**src/rtl/render_burst_writer.sv**
```systemverilog
// Render-side DDR2 write path: packs renderer points into MCB port-0 write bursts
// and ping-pongs between two frame buffers, handing the finished one to the reader.
module render_burst_writer #(
  parameter int unsigned BURST_LEN   = 32,
  parameter int unsigned FRAME_WORDS = 921600,
  parameter logic [29:0] FRAME0_BASE = 30'h0000000,
  parameter logic [29:0] FRAME1_BASE = 30'h0400000
) (
  input  logic        clk,
  input  logic        SYS_RESETn,
  input  logic        mem_calib_done,
  input  logic [31:0] pt_data,
  input  logic        pt_ready,
  output logic        pt_send,
  input  logic        render_reset,
  output logic        wr_en,
  output logic [31:0] wr_data,
  input  logic        wr_full,
  output logic        cmd_en,
  output logic [2:0]  cmd_instr,
  output logic [5:0]  cmd_bl,
  output logic [29:0] cmd_byte_addr,
  input  logic        cmd_full,
  output logic        display_frame,
  output logic        frame_ready
);

  localparam int FCW = $clog2(FRAME_WORDS + 1);
  localparam logic [6:0]     BURST_MAX = 7'(BURST_LEN);
  localparam logic [FCW-1:0] FRAME_MAX = FCW'(FRAME_WORDS);

  typedef enum logic [1:0] {IDLE, FILL, CMD, SWAP} state_e;

  state_e         state_q, state_d;
  logic [6:0]     burst_q, burst_d;
  logic [FCW-1:0] frame_q, frame_d;
  logic [29:0]    addr_q, addr_d;
  logic           wframe_q, wframe_d;
  logic           dframe_q, dframe_d;
  logic           rrpend_q, rrpend_d;

  logic rr_eff;
  logic pop;
  logic burst_done;
  logic frame_done;

  assign rr_eff     = render_reset | rrpend_q;
  assign burst_done = (burst_q == BURST_MAX);
  assign frame_done = (frame_q == FRAME_MAX);

  always_ff @(posedge clk or negedge SYS_RESETn) begin
    if (!SYS_RESETn) state_q <= IDLE;
    else             state_q <= state_d;
  end

  always_comb begin
    state_d = state_q;
    case (state_q)
      IDLE: if (mem_calib_done) state_d = FILL;
      FILL: begin
        if (burst_done || frame_done || ((rr_eff || !mem_calib_done) && burst_q != '0))
          state_d = CMD;
        else if (!mem_calib_done)
          state_d = IDLE;
      end
      CMD: begin
        if (!cmd_full) begin
          if (frame_done)          state_d = SWAP;
          else if (mem_calib_done) state_d = FILL;
          else                     state_d = IDLE;
        end
      end
      SWAP:    state_d = FILL;
      default: state_d = IDLE;
    endcase
  end

  // A pending restart takes precedence over popping, so no point from the new
  // frame pass leaks into the burst being flushed for the old one.
  always_comb begin
    pop = (state_q == FILL) && pt_ready && !wr_full && mem_calib_done && !rr_eff &&
          (burst_q < BURST_MAX) && (frame_q < FRAME_MAX);
    pt_send       = pop;
    wr_en         = pop;
    wr_data       = pop ? pt_data : 32'h0;
    cmd_en        = (state_q == CMD) && !cmd_full;
    cmd_instr     = 3'b000;
    cmd_bl        = cmd_en ? 6'(burst_q - 7'd1) : 6'h0;
    cmd_byte_addr = addr_q;
    frame_ready   = (state_q == SWAP);
    display_frame = dframe_q;
  end

  always_comb begin
    burst_d  = burst_q;
    frame_d  = frame_q;
    addr_d   = addr_q;
    wframe_d = wframe_q;
    dframe_d = dframe_q;
    rrpend_d = rrpend_q;
    if (render_reset && !(state_q == FILL && burst_q == '0))
      rrpend_d = 1'b1;
    case (state_q)
      FILL: begin
        if (rr_eff && burst_q == '0) begin
          addr_d   = wframe_q ? FRAME1_BASE : FRAME0_BASE;
          frame_d  = '0;
          rrpend_d = 1'b0;
        end else if (pop) begin
          burst_d = burst_q + 7'd1;
          frame_d = frame_q + FCW'(1);
        end
      end
      CMD: begin
        if (cmd_en) begin
          addr_d  = addr_q + 30'({burst_q, 2'b00});
          burst_d = '0;
        end
      end
      SWAP: begin
        dframe_d = wframe_q;
        wframe_d = ~wframe_q;
        addr_d   = wframe_q ? FRAME0_BASE : FRAME1_BASE;
        frame_d  = '0;
      end
      default: ;
    endcase
  end

  always_ff @(posedge clk or negedge SYS_RESETn) begin
    if (!SYS_RESETn) begin
      burst_q  <= '0;
      frame_q  <= '0;
      addr_q   <= FRAME0_BASE;
      wframe_q <= 1'b0;
      dframe_q <= 1'b1;
      rrpend_q <= 1'b0;
    end else begin
      burst_q  <= burst_d;
      frame_q  <= frame_d;
      addr_q   <= addr_d;
      wframe_q <= wframe_d;
      dframe_q <= dframe_d;
      rrpend_q <= rrpend_d;
    end
  end

endmodule
```
**config.mk**
```make
export PLATFORM = sky130hd
export DESIGN_NAME = render_burst_writer
export DESIGN_NICKNAME = d
export VERILOG_FILES = /design/src/rtl/render_burst_writer.sv
export SDC_FILE = /design/constraint.sdc
export NUM_CORES = 1
export LEC_CHECK = 0
export CAP_MARGIN = 20
export CORE_ASPECT_RATIO = 0.75
export CORE_UTILIZATION = 49
export DETAILED_ROUTE_END_ITERATION = 8
export PLACE_DENSITY = 0.82
export SKIP_CTS_REPAIR_TIMING = 1
export SLEW_MARGIN = 0
export SYNTH_ARGS = -nofsm -noshare
export SYNTH_HDL_FRONTEND = slang
export SYNTH_SLANG_ARGS = --single-unit
export TNS_END_PERCENT = 30
```
**constraint.sdc**
```tcl
create_clock -name clk -period 3 [get_ports clk]
set_clock_uncertainty 0.05 [all_clocks]
set_input_delay 0.45 -clock clk [delete_from_list [all_inputs] [get_ports clk]]
set_output_delay 0.45 -clock clk [all_outputs]
set_load 0.03 [all_outputs]
```
==> results of run 1 <==
==> critical path, stage by stage, from the launching register on <==
cell and delay, ns:
dfrtp_1 0.39, inv_1 0.10, ha_1 0.19, or4b_4 0.53
o41ai_4 0.46, nand4_2 0.34, nor4_1 0.46, xnor2_1 0.19
nor2_2 0.05
==> power groups by stage <==
| stage | registers, mW | logic, mW | clock network [mW] |
|---|---|---|---|
| floorplan | 1.24 | 1.10 | 0 |
| global placement | 1.20 | 1.58 | 0 |
| detailed placement | 1.21 | 1.63 | 0 |
| CTS | 1.19 | 1.65 | 0.771 |
| global route | 1.22 | 1.83 | 0.811 |
| finish | 1.20 | 1.66 | 0.754 |
==> cell type report <==
type,count,area share
multi-input combinational,363,0.4389
sequential,60,0.2769
timing repair buffer,125,0.2077
clock buffer,10,0.02536
tap,105,0.02420
inverter,22,0.01521
clock inverter,6,0.01176
==> worst max-delay path by stage <==
stage                     start           endpoint  slack [ns]
finish               burst_q[0]  cmd_byte_addr[23]        0.13
global route         burst_q[0]  cmd_byte_addr[11]      -0.001
CTS                  burst_q[0]          cmd_bl[4]      -0.004
detailed placement   burst_q[0]  cmd_byte_addr[11]        0.18
global placement       cmd_full          cmd_bl[4]        0.23
floorplan           frame_q[13]        wr_data[22]        0.05
==> per-stage QoR <==
step	area (sq um)	hold WS, ns	cells	setup slack, ns	utilization
finish	5428	0.1974	691	0.1346	0.6795
global route	5428	0.2505	691	-0.001054	0.6795
CTS	5421	0.2226	691	-0.004056	0.6787
detailed placement	5220	0.4523	675	0.1794	0.6535
global placement	5220	0.4347	675	0.2350	0.6535
floorplan	4101	0.1044	470	0.04838	-
==> cells in the final DEF, fill, tap and decap left out, types with 3 or more instances in the layout <==
cell type and n:
buf_4 49, nand3_1 12, nand2b_1 5, xnor2_1 28, nor3_1 14, inv_1 22, nor2_2 5, nor2_1 45
xor2_1 5, dfrtp_1 59, a21oi_1 23, o31ai_1 5, nand4_1 7, clkdlybuf4s50_1 73, nand2_1 29, or3_1 4
nor3b_1 3, nor3_2 5, or2_2 4, a21o_1 6, ha_1 16, a211oi_1 6, nor4_1 8, nor4_2 7
and3_1 6, conb_1 5, mux2_2 3, clkbuf_8 10, o21ai_0 37, a31oi_1 6, and2_1 35
==> logic make-up after synthesis <==
group,count (synthesis)
and+or+nand+nor,208
adders and majority gates,17
DFF,60
buffers and inverters,47
xor gates and xnor gates,33
AOI/OAI and AO/OA,97
muxes,3
other,1
==> flip-flops by register name, indices dropped and copies added (netlist names) <==
signal         cells
burst_q            7
cmd_byte_addr     28
display_frame      1
frame_q           20
rrpend_q           1
state_q            2
wframe_q           1
==> layer usage <==
metal,vias to the layer above,routed length [um],global-route usage
li1,1855,-,-
met1,1874,4902,0.3350
met2,112,5179,0.4187
met3,11,598,0.06421
met4,0,102,0.07123
met5,-,0,0
==> results.md, run 1 <==
- Fraction of registers with async set/reset: 1.000
- Post-synthesis mux area share: 0.008267
- Ys flop type: dfrtp_1
- Startpoint types: flip-flop
- Leading cell types by count after synthesis: dfrtp_1 (59), nor2_1 (45), o21ai_0 (37)
- I/O Pins: 115
- Port buffer count: 109
- Clk network pwr share: 0.209
- Clock sink total: 60
- Seq/Total Area, Yosys: 0.3677
- Synth Area in Compound Gates: 0.1457
- Leading area contributor after synthesis: dfrtp_1
- Worst Tran Pin Value: 0.7896 ns
- CTS root buffer: clkbuf_8
- Final Max Tran Viols: 0
- DRC Markers: 0
- Fmax: 0.3490 GHz
- Cells after Synth: 466
- Vias in the first global route: 3,614
- Setup crit end kind: flip-flop
- Leakage: 2.326 nW
- FF/Latch Area: 1503 sq um
- Die Area: 8713 sq um
- Simple-gate share of the synthesized area: 0.2998
- Vias per inst: 5.575
- Worst Reg-to-Reg Cells: 8
- CP required: 3.19 ns
- Reg power frac: 0.331
- Net switching power: 1.582 mW
- DRT antenna net count: 0
- Nets@finish: 637
- Synthesized cell area: 4086 sq um
- Reg2reg end: cmd_byte_addr[23]
- Status: completed
- Final Hold Viols: 0
- WL/cell: 15.60 um
- First-pass GRT wire length: 17,260 um
- Internal: 2.032 mW
- Multi-input logic area: 2382 sq um
- Top-count cell post-synth: dfrtp_1
- Clock Latency Late Sink: 0.36 ns
- Wirelength, routed: 10,780 um
- Largest family of logic cells by synthesized area: simple AND/OR/NAND/NOR gates
- Top post-synthesis cells by area: dfrtp_1 (36%), xnor2_1 (6.0%), and2_1 (5.4%)
- Post-synth cell types: 60
- R2r startpoint: burst_q[0]
- Diode count: 0
- 1st-iter DRT viols: 240
- GPL Wtd Cong: 0.8879
- RSZ-0062 raised after global routing: yes
- PwrDens: 665.7 nW/um^2
- CTS tree: done
- Setup total negative slack: 0 ns
- # H-tree levels: 3
- Register clock-pin slew on the reported worst setup and hold paths: 0.07 ns
- Filler Cell Count: 636
- CP arrival: 3.05 ns
- Number of flops mapped to enable cells by yosys: 0
- Initial antenna violation count: 0
- Drt pass-1 iters: 4
- Worst Path Max Fanout: 8
- Share of cells above drive strength 1: 0.1741
- Minimum clock period: 2.865 ns
- Maximum clock path buffer count: 2
- Area growth, synth to finish: 32.82%
- Syn_area_per_cell: 8.769 sq um
- GRT Residual Overflow: 0
- CORE AREA: 7988 sq um
- Power Total: 3.613 mW
- Yosys reg bits: 60
- CTS Buf Count: 9
- Max Cap Viol: 0
- Worst Hold Class: input pin to asynchronous set/reset pin
- Setup violators final: 0
- Adder-Cell Fraction of Synth Area: 0.05389
- Die H: 81.09 um
- Worst Setup Path Type: flip-flop to flip-flop
- Starting Density: 0.5116
- Synth Area in XOR/XNOR: 0.07073
- Pin count of the biggest net entering global routing: 61
- Hpwl dp: 7795 um
- Combinational fraction of design power: 0.460
- Chip width: 107.5 um
- Max rail drop VDD: 0.3821 mV
- Switching power share of the total: 0.4378
- Yosys top cell area share: 0.3613
- Final Cycle Share: 0.9551
- Ys Warns: 0
- Total track usage: 0.2545
- Relative slew slack: 0.4736
- # rows: 28
- R2r setup slk: 0.13 ns
- Via count: 3,852
Note: power is estimated with default switching activity, not from simulation.
==> inputs of run 2 (changes only) <==
--- a/config.mk
+++ b/config.mk
@@ -7,6 +7,7 @@
 export LEC_CHECK = 0
 export CAP_MARGIN = 20
 export CORE_ASPECT_RATIO = 0.75
+export CORE_MARGIN = 10
 export CORE_UTILIZATION = 49
 export DETAILED_ROUTE_END_ITERATION = 8
 export PLACE_DENSITY = 0.82
==> results.md, run 2 (same netlist as run 1, synthesis figures left out) <==
- Crit-path cells: inv_1 > ha_1 > or4b_4 > o41ai_4 > nand4_2 > buf_4 > or3_1 > a21oi_1
- Worst setup endpoint: cmd_byte_addr[13]
- R2r startpoint: burst_q[0]
- Post-route setup slack: 0.1734 ns (+0.03879 ns)
- Critical path's top delay family: simple AND/OR/NAND/NOR gates
- Dpl ws: 0.2234 ns (+0.04399 ns)
- Register clock-pin slew on the reported worst setup and hold paths: 0.07 ns (about the same)
- Worst Path Max Fanout: 8 (unchanged)
- Die H: 99.09 um (+22%)
- Wirelength, routed: 12,350 um (+15%)
- Share of cells above drive strength 1: 0.1772 (+0.003111)
- Total track usage: 0.1942 (-0.06028)
- Area post-placement: 5315 sq um (+1.8%)
- Fmax: 0.3538 GHz (+1.4%)
- R2r setup slk: 0.17 ns (+0.04 ns)
- Worst Setup Path Type: flip-flop to flip-flop
- Commonest non-fill, non-tap cell in the layout: clkdlybuf4s50_1
- Clock sink total: 60 (unchanged)
- Startpoint types: flip-flop
- PwrDens: 650.5 nW/um^2 (-2.3%)
- Final Max Tran Viols: 0 (unchanged)
- Diode count: 0 (unchanged)
- Via count: 3,839 (-0.34%)
- Critical Path Source: burst_q[0]
- CTS Buf Count: 9 (unchanged)
- Leading cell types in the layout, fill and taps excluded: clkdlybuf4s50_1 (73), dfrtp_1 (59), nor2_1 (45)
- Buffer and inverter count on the worst path: 2 (+1)
- # rows: 28 (unchanged)
- Largest register FFs: 28 (unchanged)
- CP arrival: 3.05 ns (about the same)
- WL/cell: 17.84 um (+14%)
- Status: completed
- Die Area: 12,430 sq um (+43%)
- CORE AREA: 7988 sq um (unchanged)
- Max Cap Viol: 0 (unchanged)
- CTS tree: done
- Worst Hold Class: input pin to asynchronous set/reset pin
- Worst Tran Pin Value: 1.035 ns (+0.2452 ns)
- Final Cycle Share: 0.9422 (-0.01293)
- Power Total: 3.595 mW (-0.50%)
- DRT antenna net count: 0 (unchanged)
- Vias per inst: 5.548 (-0.48%)
- Nets@finish: 638 (+0.16%)
- Leakage: 2.343 nW (+0.73%)
- DRC Markers: 0 (unchanged)
- CP Depth: 8 (unchanged)
- I/O Pins: 115 (unchanged)
- CP required: 3.22 ns (+0.03 ns)
- Reg2reg end: cmd_byte_addr[13]
- GRT Residual Overflow: 0 (unchanged)
- Clock Latency Late Sink: 0.35 ns (about the same)
- WHS: 0.02986 ns (-0.1676 ns)
- Hpwl dp: 9577 um (+23%)
- Setup violators final: 0 (unchanged)
- Area growth, synth to finish: 35.24%
- Starting Density: 0.5116 (unchanged)
- Vias in the first global route: 3,858 (+6.8%)
- Minimum clock period: 2.827 ns (-0.03879 ns)
- # H-tree levels: 3 (unchanged)
- Worst Reg-to-Reg Cells: 8 (unchanged)
- CTS root buffer: clkbuf_8
- 1st-iter DRT viols: 282 (+18%)
- GPL Wtd Cong: 0.9186 (+3.5%)
- Initial antenna violation count: 0 (unchanged)
- Maximum clock path buffer count: 2 (unchanged)
- Final Hold Viols: 0 (unchanged)
- Chip width: 125.5 um (+17%)
- Relative slew slack: 0.3076 (-0.1660)
- Max rail drop VDD: 0.3383 mV (-11%)
- Fin area: 5527 sq um (+1.8%)
- Finished Core Util: 0.6919 (+0.01238)
- Setup crit end kind: flip-flop
- Drt pass-1 iters: 5 (+1)
- Slowest cell on crit path: or4b_4
- First-pass GRT wire length: 20,080 um (+16%)
- Port buffer count: 109 (unchanged)
- Pin count of the biggest net entering global routing: 36 (-41%)
- Critical Path Max Stage Delay: 0.52 ns (about the same)
==> run 2: changes by cell type in the layout (fill, tap and decap cells not counted) <==
cell | previous run | this run
buf_4 | 49 | 43
inv_6 | 0 | 2
clkinvlp_4 | 2 | 3
clkinv_4 | 1 | 0
clkbuf_8 | 10 | 9
clkinv_2 | 2 | 1
buf_12 | 0 | 7
nor4_1 | 8 | 7
nor4_2 | 7 | 8
==> run 2: worst min-delay path by stage <==
stage                              endpoint  cells past startpoint
after floorplan                  burst_q[0]                      0
after global routing      cmd_byte_addr[25]                      1
after CTS                 cmd_byte_addr[25]                      1
final                     cmd_byte_addr[15]                      1
after detailed placement  cmd_byte_addr[25]                      1
after global placement    cmd_byte_addr[16]                      1
==> run 2: per-stage QoR <==
step / TNS (ns) / cells
after detailed placement: 0 / 676
after floorplan: 0 / 470
after global placement: 0 / 676
after global routing: -0.001311 / 692
after CTS: -0.02744 / 692
final: 0 / 692
==> run 2: area by class of cell <==
cell class                      count  area [sq um]
Timing Repair Buffer              126          1222
Clock inverter                      7         75.07
Multi-Input combinational cell    363          2389
Clock buffer                        9         123.9
Inverter                           22         82.58
Fill cell                         643          2461
Tap cell                          105         131.4
Sequential cell                    60          1503
==> run 2: worst register-to-register path, cell delays in order, from the launching register on <==
cell and delay, ns:
dfrtp_1 0.39, inv_1 0.09, ha_1 0.19, or4b_4 0.52
o41ai_4 0.47, nand4_2 0.32, buf_4 0.28, or3_1 0.30
a21oi_1 0.15
==> run 2: report_power, final <==
part / switching [mW] / internal [mW]
combinational: 1.02 / 0.626
clock: 0.357 / 0.387
sequential: 0.208 / 0.992
==> run 2: per-layer routing <==
| metal | share of wire | wire length, um | GRT usage |
|---|---|---|---|
| met1 | 0.42 | 5174 | 0.2278 |
| met5 | 0 | 0 | 0 |
| met2 | 0.47 | 5783 | 0.3155 |
| met4 | 0.014 | 177 | 0.04947 |
| met3 | 0.098 | 1213 | 0.08994 |
==> inputs of run 3 (changes only) <==
--- a/config.mk
+++ b/config.mk
@@ -12,7 +12,7 @@
 export DETAILED_ROUTE_END_ITERATION = 8
 export PLACE_DENSITY = 0.82
 export SKIP_CTS_REPAIR_TIMING = 1
-export SLEW_MARGIN = 0
+export SLEW_MARGIN = 20
 export SYNTH_ARGS = -nofsm -noshare
 export SYNTH_HDL_FRONTEND = slang
 export SYNTH_SLANG_ARGS = --single-unit
==> constraint.sdc (replaced) <==
create_clock -name clk -period 3 [get_ports clk]
set_clock_uncertainty 0.05 [all_clocks]
set_input_delay 0.45 -clock clk [delete_from_list [all_inputs] [get_ports clk]]
set_output_delay 0.45 -clock clk [all_outputs]
set_load 0.05 [all_outputs]
==> results.md, run 3 (same netlist as run 1, synthesis figures left out) <==
- Internal: 2.202 mW (+9.8%)
- 1st-iter DRT viols: 336 (+19%)
- Worst Tran Pin Value: 0.7842 ns (-0.2506 ns)
- Port buffer count: 109 (unchanged)
- Post-route setup slack: 0.1587 ns (-0.01470 ns)
- Starting Density: 0.5116 (unchanged)
- Vias in the first global route: 3,858 (unchanged)
- Switching power share of the total: 0.4299 (-0.01223)
- Leading cell types in the layout, fill and taps excluded: clkdlybuf4s50_1 (67), dfrtp_1 (59), nor2_1 (45)
- Highest Signal Layer: met4
- Combinational fraction of design power: 0.459 (about the same)
- Multi-input logic area: 2382 sq um (-0.26%)
- Max rail drop VDD: 0.3401 mV (+0.54%)
- # rows: 28 (unchanged)
- Initial antenna violation count: 0 (unchanged)
- Setup violators final: 0 (unchanged)
- Die Area: 12,430 sq um (unchanged)
- Diode count: 0 (unchanged)
- Setup total negative slack: 0 ns (unchanged)
- # H-tree levels: 3 (unchanged)
- Status: completed
- Filler Cell Count: 582 (-9.5%)
- FF/Latch Area: 1503 sq um (unchanged)
- CORE AREA: 7988 sq um (unchanged)
- Reg power frac: 0.311 (-0.023)
- WL met3: 1711 um (+41%)
- Relative slew slack: 0.4772 (+0.1696)
- Vias per inst: 5.646 (+1.8%)
- PwrDens: 652.3 nW/um^2 (+0.27%)
- Final Hold Viols: 0 (unchanged)
- Worst Setup Path Type: flip-flop to output port
- CTS root buffer: clkbuf_8
- Leakage: 2.453 nW (+4.7%)
- First-pass GRT wire length: 20,000 um (-0.41%)
- Reg2reg end: frame_q[8]
- Nets@finish: 638 (unchanged)
- Wirelength, routed: 12,110 um (-1.9%)
- CP arrival: 2.34 ns (-0.71 ns)
- CTS tree: done
- Max Cap Viol: 0 (unchanged)
- Startpoint types: flip-flop
- Worst Path Max Fanout: 35 (+27)
- Final Cycle Share: 0.9471 (+0.004899)
- Met2 wire len: 5593 um (-3.3%)
- I/O Pins: 115 (unchanged)
- Largest register FFs: 28 (unchanged)
- Minimum clock period: 2.841 ns (+0.01470 ns)
- GPL Wtd Cong: 0.8999 (-2.0%)
- WL/cell: 17.50 um (-1.9%)
- Met1 wire length: 4661 um (-9.9%)
- Share of cells above drive strength 1: 0.1857 (+0.008518)
- Dpl ws: 0.2258 ns (+0.002384 ns)
- Hpwl dp: 9401 um (-1.8%)
- Register clock-pin slew on the reported worst setup and hold paths: 0.07 ns (about the same)
- Clock sink total: 60 (unchanged)
- Commonest non-fill, non-tap cell in the layout: clkdlybuf4s50_1
- Fmax: 0.3520 GHz (-0.52%)
- Clock Latency Late Sink: 0.34 ns (about the same)
- Pin count of the biggest net entering global routing: 61 (+69%)
- Drt pass-1 iters: 5 (unchanged)
- CP required: 2.50 ns (-0.72 ns)
- Maximum clock path buffer count: 2 (unchanged)
- Final Max Tran Viols: 0 (unchanged)
- Area post-placement: 5673 sq um (+6.7%)
- CTS Buf Count: 9 (unchanged)
- RSZ-0062 raised after global routing: no
- Setup crit end kind: output port
- Die H: 99.09 um (unchanged)
- Via count: 3,907 (+1.8%)
- Fin area: 5921 sq um (+7.1%)
- GRT Residual Overflow: 0 (unchanged)
- DRC Markers: 0 (unchanged)
- DRT antenna net count: 0 (unchanged)
- Chip width: 125.5 um (unchanged)
- Worst Reg-to-Reg Cells: 8 (unchanged)
- R2r startpoint: burst_q[0]
- Clk network pwr share: 0.230 (+0.023)
- Net switching power: 1.660 mW (+4.4%)
- Worst Hold Class: input pin to asynchronous set/reset pin
- R2r setup slk: 0.21 ns (+0.04 ns)
- Power Total: 3.862 mW (+7.4%)
- Area growth, synth to finish: 44.89%
- Total track usage: 0.1957 (+0.001442)
[run 3: changes by cell type in the layout (fill, tap and decap cells not counted), sizes merged]
cell	change
inv	-2
buf	+7
clkbuf	+1
bufinv	+2
dlymetal6s2s	-1
clkinv	+2
clkinvlp	-3
clkdlybuf4s50	-6
[run 3: worst max path at each step]
stage | cells past startpoint | slack [ns] | end | from
floorplan | 6 | 0.03 | wr_data[22] | frame_q[13]
global placement | 8 | 0.30 | frame_q[8] | burst_q[0]
detailed placement | 9 | 0.23 | cmd_byte_addr[27] | burst_q[0]
CTS | 6 | 0.07 | wr_data[27] | frame_q[14]
global route | 6 | 0.0005 | wr_data[27] | frame_q[14]
finish | 6 | 0.16 | wr_data[27] | frame_q[13]
[run 3: worst max-delay path, stage by stage (launching register included)]
cell and delay, ns:
dfrtp_1 0.40, or4_1 0.56, o21bai_1 0.23, and3_1 0.23, buf_8 0.20, and2_1 0.21, buf_12 0.15
[run 3: per-layer routing]
layer  GRT usage  vias to the layer above
li1            -                     1853
met1      0.2114                     1850
met2      0.3122                      188
met3      0.1312                       16
met4     0.04505                        0
met5           0                        -
[run 3: area by class of cell]
type,instances,share of cell area
multi-input combinational,363,0.4024
timing repair buffer,126,0.2671
sequential,60,0.2538
tap,105,0.02219
clock buffer,10,0.02156
clock inverter,6,0.01902
inverter,22,0.01395
[run 3: power by group through the flow]
| stage | Sequential [mW] | Combinational [mW] | Clock, mW |
|---|---|---|---|
| 6_report | 1.20 | 1.77 | 0.887 |
| 5_1_grt | 1.23 | 1.93 | 0.951 |
| 4_1_cts | 1.20 | 1.76 | 0.898 |
| 3_5_place_dp | 1.21 | 1.74 | 0 |
| 3_3_place_gp | 1.20 | 1.68 | 0 |
| 2_1_floorplan | 1.28 | 1.13 | 0 |
[run 3: through the flow]
| stage | util | hold WS, ns | std cells |
|---|---|---|---|
| 2_1_floorplan | - | 0.1044 | 470 |
| 3_3_place_gp | 0.7102 | 0.4318 | 676 |
| 3_5_place_dp | 0.7102 | 0.4334 | 676 |
| 4_1_cts | 0.7403 | 0.05733 | 692 |
| 5_1_grt | 0.7412 | 0.03978 | 692 |
| 6_report | 0.7412 | 0.04974 | 692 |
